**src/rtl/bsg_manycore_io_link_arbiter.sv**
```systemverilog
// Round-robin arbiter folding the IO-row column request streams onto one host
// request port, with a single registered output slot and credit-based flow control.
module bsg_manycore_io_link_arbiter #(
  parameter int num_cols_p      = 4,
  parameter int packet_width_p  = 64,
  parameter int max_credits_p   = 8,
  localparam int credit_width_lp = $clog2(max_credits_p + 1),
  localparam int col_id_width_lp = $clog2(num_cols_p)
) (
  input  logic                                 clk_i,
  input  logic                                 reset_i,
  input  logic [num_cols_p-1:0]                req_v_i,
  input  logic [num_cols_p*packet_width_p-1:0] req_data_i,
  output logic [num_cols_p-1:0]                req_ready_o,
  output logic                                 host_v_o,
  output logic [packet_width_p-1:0]            host_data_o,
  output logic [col_id_width_lp-1:0]           host_col_o,
  input  logic                                 host_ready_i,
  input  logic                                 credit_return_i,
  output logic [credit_width_lp-1:0]           credits_o,
  output logic                                 credit_overflow_o
);

  localparam logic [credit_width_lp-1:0] max_credits_lp = credit_width_lp'(max_credits_p);
  localparam logic [col_id_width_lp-1:0] last_col_lp    = col_id_width_lp'(num_cols_p - 1);

  logic                          host_v_q, host_v_d;
  logic [packet_width_p-1:0]     host_data_q, host_data_d;
  logic [col_id_width_lp-1:0]    host_col_q, host_col_d;
  logic [col_id_width_lp-1:0]    rr_ptr_q, rr_ptr_d;
  logic [credit_width_lp-1:0]    credits_q, credits_d;
  logic                          overflow_q, overflow_d;
  logic [col_id_width_lp-1:0]    winner_s, idx_s;
  logic                          found_s, can_accept_s, grant_s;
  logic [num_cols_p-1:0]         ready_s;

  // Rotating priority search starting just after the last winner.
  always_comb begin
    winner_s = '0;
    found_s  = 1'b0;
    idx_s    = '0;
    for (int i = 1; i <= num_cols_p; i++) begin
      idx_s = col_id_width_lp'((int'(rr_ptr_q) + i) % num_cols_p);
      if (!found_s && req_v_i[idx_s]) begin
        found_s  = 1'b1;
        winner_s = idx_s;
      end else begin
        found_s  = found_s;
      end
    end
  end

  // Grant qualification; the slot refills in the same cycle the host drains it.
  always_comb begin
    can_accept_s = ~host_v_q | host_ready_i;
    grant_s      = can_accept_s & (credits_q != '0) & found_s & ~reset_i;
    ready_s      = '0;
    if (grant_s) begin
      ready_s[winner_s] = 1'b1;
    end else begin
      ready_s = '0;
    end
  end

  // Next-state for the output slot, round-robin pointer and credit counter.
  always_comb begin
    host_v_d    = host_v_q;
    host_data_d = host_data_q;
    host_col_d  = host_col_q;
    rr_ptr_d    = rr_ptr_q;
    credits_d   = credits_q;
    overflow_d  = overflow_q;

    if (grant_s) begin
      host_v_d    = 1'b1;
      host_data_d = req_data_i[winner_s*packet_width_p +: packet_width_p];
      host_col_d  = winner_s;
      rr_ptr_d    = winner_s;
    end else if (host_ready_i) begin
      host_v_d = 1'b0;
    end else begin
      host_v_d = host_v_q;
    end

    // Credits are reserved at grant time; a return on a full counter is an error.
    if (grant_s && !credit_return_i) begin
      credits_d = credits_q - credit_width_lp'(1);
    end else if (!grant_s && credit_return_i) begin
      if (credits_q == max_credits_lp) begin
        overflow_d = 1'b1;
      end else begin
        credits_d = credits_q + credit_width_lp'(1);
      end
    end else begin
      credits_d = credits_q;
    end
  end

  // State registers.
  always_ff @(posedge clk_i or posedge reset_i) begin
    if (reset_i) begin
      host_v_q    <= 1'b0;
      host_data_q <= '0;
      host_col_q  <= '0;
      rr_ptr_q    <= last_col_lp;
      credits_q   <= max_credits_lp;
      overflow_q  <= 1'b0;
    end else begin
      host_v_q    <= host_v_d;
      host_data_q <= host_data_d;
      host_col_q  <= host_col_d;
      rr_ptr_q    <= rr_ptr_d;
      credits_q   <= credits_d;
      overflow_q  <= overflow_d;
    end
  end

  assign req_ready_o       = ready_s;
  assign host_v_o          = host_v_q;
  assign host_data_o       = host_data_q;
  assign host_col_o        = host_col_q;
  assign credits_o         = credits_q;
  assign credit_overflow_o = overflow_q;

  bsg_manycore_io_link_arbiter_chk #(.num_cols_p(num_cols_p)) chk (
    .clk_i          (clk_i),
    .reset_i        (reset_i),
    .req_v_i        (req_v_i),
    .req_ready_i    (ready_s),
    .credit_return_i(credit_return_i)
  );

endmodule

// Interface-protocol checks for the arbiter; simulation only.
module bsg_manycore_io_link_arbiter_chk #(
  parameter int num_cols_p = 4
) (
  input logic                  clk_i,
  input logic                  reset_i,
  input logic [num_cols_p-1:0] req_v_i,
  input logic [num_cols_p-1:0] req_ready_i,
  input logic                  credit_return_i
);

  a_ready_onehot0: assert property (@(posedge clk_i) disable iff (reset_i)
    $onehot0(req_ready_i)) else $error("req_ready_o not one-hot0");

  a_return_known: assert property (@(posedge clk_i) disable iff (reset_i)
    !$isunknown(credit_return_i)) else $error("credit_return_i unknown");

  for (genvar c = 0; c < num_cols_p; c++) begin : g_hold
    a_valid_hold: assert property (@(posedge clk_i) disable iff (reset_i)
      (req_v_i[c] && !req_ready_i[c]) |=> req_v_i[c])
      else $warning("req_v_i[%0d] dropped while unserved", c);
  end

endmodule
```
**config.mk**
```make
export PLATFORM = sky130hd
export DESIGN_NAME = bsg_manycore_io_link_arbiter
export DESIGN_NICKNAME = d
export VERILOG_FILES = /design/src/rtl/bsg_manycore_io_link_arbiter.sv
export SDC_FILE = /design/constraint.sdc
export NUM_CORES = 1
export LEC_CHECK = 0
export ABC_CLOCK_PERIOD_IN_PS = 2700
export CORE_UTILIZATION = 30
export DETAILED_ROUTE_END_ITERATION = 7
export HOLD_SLACK_MARGIN = 0.08
export PLACE_DENSITY = 0.71
export SLEW_MARGIN = 0
export SYNTH_ARGS = -nofsm -noshare
export SYNTH_HDL_FRONTEND = slang
export SYNTH_SLANG_ARGS = --single-unit
```
**constraint.sdc**
```tcl
create_clock -name clk_i -period 2.7 [get_ports clk_i]
set_clock_uncertainty 0.2 [all_clocks]
set_input_delay 0.675 -clock clk_i [delete_from_list [all_inputs] [get_ports clk_i]]
set_output_delay 0.675 -clock clk_i [all_outputs]
set_load 0.03 [all_outputs]
```
==> results.toml, run 1 <==
[outcome]
run_status = "finished, violations left"
violations = "setup timing"

[worst_setup_path]
crit_buf_inv = 2
critPathCaptureType = "output pin"
worstPathArrival_ns = 1.95
cp_common_cell = "buf_6"
worst_path_dominant_cell_family = "simple AND/OR/NAND/NOR gates"
crit_fanout = 4
slowest_stage = "dfstp_2"
critical-path-max-stage-delay_ns = 0.54
start_kind = "flop"
path_cells = "nor4_2, or4_4, buf_6, nor3b_4, buf_6"
cp_data_required_time_ns = 1.82
path_class = "flop to output pin"

[sta]
setup_viol = 4
maxSlewHeadroom_pct = 70.22
finalMaxSlewViolations = 0
fin_crit_ns = 2.826
tightest_slew_ns = 0.4467
post-route-period-util_pct = 104.7
fmax_mhz = 353.9
hold_viol = 0
fin_ws_ns = -0.1259
rsz0062_at_grt = "yes"

[logic_synthesis]
synth-edff-count = 0
synth_top_area_share_pct = 33.74
synth_area_per_cell_um2 = 9.404
postSynthCellCount = 560
synthFlopType = "dfrtp_1"
synth_area_um2 = 5266
syn-num-nets = 829
synthArstFlopShare_pct = 100.0
synth_seq_cells = 74
synth_cell_type_count = 41
ys_seq_area_share_pct = 35.23
yosys-top-cells-area = "dfrtp_1 (34%), mux2i_1 (12%), nor3b_1 (7.8%), o21ai_0 (7.6%), a221o_1 (7.0%)"
yosysTopAreaCell = "dfrtp_1"
yosysWarnings = 0

[clocking]
cts_buffers = 9
tritoncts = "done"
clockBufferDepth = 2
clock_latency_ns = 0.33
cts.sinks = 74
root_buffer = "clkbuf_16"
hold_buffers = 0
htree_num_levels = 3
clk_pin_slew_ns = 0.06

[routing]
wirelength_um = 20850
avgRoutedWirePerCell_um = 18.56
num_vias = 5986
final_antenna_net_count = 0
firstDrtPassIters = 4
viasPerCell = 5.330
drc = 0
drtIter0Drc = 220

[grt]
grt_start_max_net_pins = 79
grt_pass1_wl_um = 31700
grtUsageTotal_pct = 22.49
antenna_found_initial = 0
grt.overflow.total = 0
grt_pass1_vias = 5981

[layout]
final_cell_area_um2 = 9492
multiInputGateArea_um2 = 3156
stdcell_count = 1123
fill_cells = 1593
drive_above_1_share_pct = 10.24
seqCellArea_um2 = 1856
fin_nets = 1162
area_delta_synth_final_pct = 80.23
antenna_cells = 0

[placement]
finalWeightedCongestion = 0.7782
placed_cells_incl_taps = 1100
io_buffers = 339
dp_hpwl_um = 14990
place_ws_ns = -0.4396
dpl_cell_area_um2 = 9119

[pwr]
power.total_mw = 9.247
peakVddDrop_v = 0.0004851
leakage_nw = 3.720
powerDensity_nw_per_um2 = 974.3

[floorplanning]
fp.dieW_um = 134.5
initial_core_util_pct = 30.55
coreArea_um2 = 17240
ios = 340
dieArea_um2 = 18090
rows = 48
fp.dieH_um = 134.5

[worst_hold_path]
worst_hold_path_type = "flop to flop"

[flow_run]
maxCapViolCount = 0
==> synth_stat cells (all sizes together), types with 3 or more instances <==
library cell / count
clkbuf: 19
o21ai: 82
nor2: 32
a221o: 37
nor3: 3
inv: 8
nor2b: 4
o22a: 37
nor3b: 55
dfstp: 3
dfrtp: 71
mux2i: 65
ha: 4
nand2b: 4
a21oi: 33
a221oi: 27
buf: 46
nand2: 7
==> cell families (layout without fill, tap and decap cells) <==
family / count (synthesis) / in the layout / share of synthesized area [%]
buf+inv: 73 / 411 / 7.080
simple gates: 113 / 113 / 12.92
compound gates: 226 / 226 / 30.41
flops: 74 / 74 / 35.23
fa+ha+maj: 5 / 5 / 1.331
xor+xnor: 4 / 4 / 0.6654
mux: 65 / 65 / 12.35
==> tightest hold or removal path: stages, from the launching register on <==
cell	delay, ns
dfrtp_1	0.34
nand2_1	0.04
o21ai_0	0.06
==> routing by layer <==
layer | global-route usage [%] | vias up | wire length, um
li1 | - | 2833 | -
met1 | 25.80 | 2867 | 8201
met2 | 39.35 | 257 | 10340
met3 | 6.757 | 29 | 1808
met4 | 8.427 | 0 | 501
met5 | 0 | - | 0
==> layout by cell type (no fill, tap or decap), types with 27 or more instances in the layout <==
| cell type | count |
|---|---|
| buf_4 | 35 |
| a221o_1 | 37 |
| a21oi_1 | 31 |
| nor2_1 | 31 |
| nor3b_1 | 54 |
| clkdlybuf4s50_1 | 329 |
| o21ai_0 | 80 |
| dfrtp_1 | 71 |
| a221oi_1 | 27 |
| o22a_1 | 37 |
| mux2i_1 | 65 |
==> stage by stage <==
stage,setup TNS [ns],hold WS (ns),utilization (%)
floorplan,-0.2434,0.3980,-
global placement,-15.26,0.2855,52.90
detailed placement,-18.93,0.2767,52.90
CTS,-0.3814,0.2894,54.86
global route,-0.7843,0.3040,55.07
finish,-0.4080,0.2851,55.07
==> what timing repair did <==
item,4_1_cts,5_1_grt
pin swaps,3,5
setup endpoints to repair,6,6
gates resized for setup,20,3
buffers inserted,3,4
==> path summary, 6_finish.rpt <==
path | startpoint | endpoint | slack, ns | cells past startpoint
max in group asynchronous | reset_i | credits_o[3] | 1.49 | 4
setup / recovery | credits_o[3] | req_ready_o[2] | -0.13 | 5
min in group asynchronous | reset_i | host_data_o[8] | 0.47 | 4
setup reg to reg | credits_o[3] | credits_o[3] | 0.03 | 12
hold reg to reg | host_col_o[1] | host_col_o[1] | 0.29 | 2
hold / removal | host_col_o[1] | host_col_o[1] | 0.29 | 2
==> where the power goes <==
part           switching (mW)  internal, mW  leakage, nW
Clock                   0.468         0.740        0.144
Combinational            3.25          2.74         2.74
Sequential              0.360          1.69        0.832
==> registers in the layout, summed over array words and instances, names as in the netlist <==
signal	cells
host_v_o	1
rr_ptr_q	2
host_data_o	64
credits_o	4
host_col_o	2
credit_overflow_o	1
==> area by class of cell <==
cell class / instances / share of cell area [%]
clock buffers: 13 / 2.636
clock inverters: 3 / 0.4218
inverters: 8 / 0.3823
multi-input cells: 413 / 33.25
flip-flops and latches: 74 / 19.55
well taps: 225 / 2.966
repair buffers: 387 / 40.80
Power figures use the tool's default switching activity.
==> run 2: changes to the inputs <==
--- a/config.mk
+++ b/config.mk
@@ -8,6 +8,7 @@
 export ABC_CLOCK_PERIOD_IN_PS = 2700
 export CORE_UTILIZATION = 30
 export DETAILED_ROUTE_END_ITERATION = 7
+export GPL_ROUTABILITY_DRIVEN = 0
 export HOLD_SLACK_MARGIN = 0.08
 export PLACE_DENSITY = 0.71
 export SLEW_MARGIN = 0
==> results of run 2 <==
Final layout, timing and power as in run 1 (identical DEF).
==> run 3: changes to the inputs <==
--- a/config.mk
+++ b/config.mk
@@ -14,4 +14,5 @@
 export SLEW_MARGIN = 0
 export SYNTH_ARGS = -nofsm -noshare
 export SYNTH_HDL_FRONTEND = slang
+export SYNTH_HIERARCHICAL = 1
 export SYNTH_SLANG_ARGS = --single-unit
==> results of run 3 <==
Final layout, timing and power as in run 1 (identical DEF).
Among the figures that moved: Yosys warning count 0 -> 6
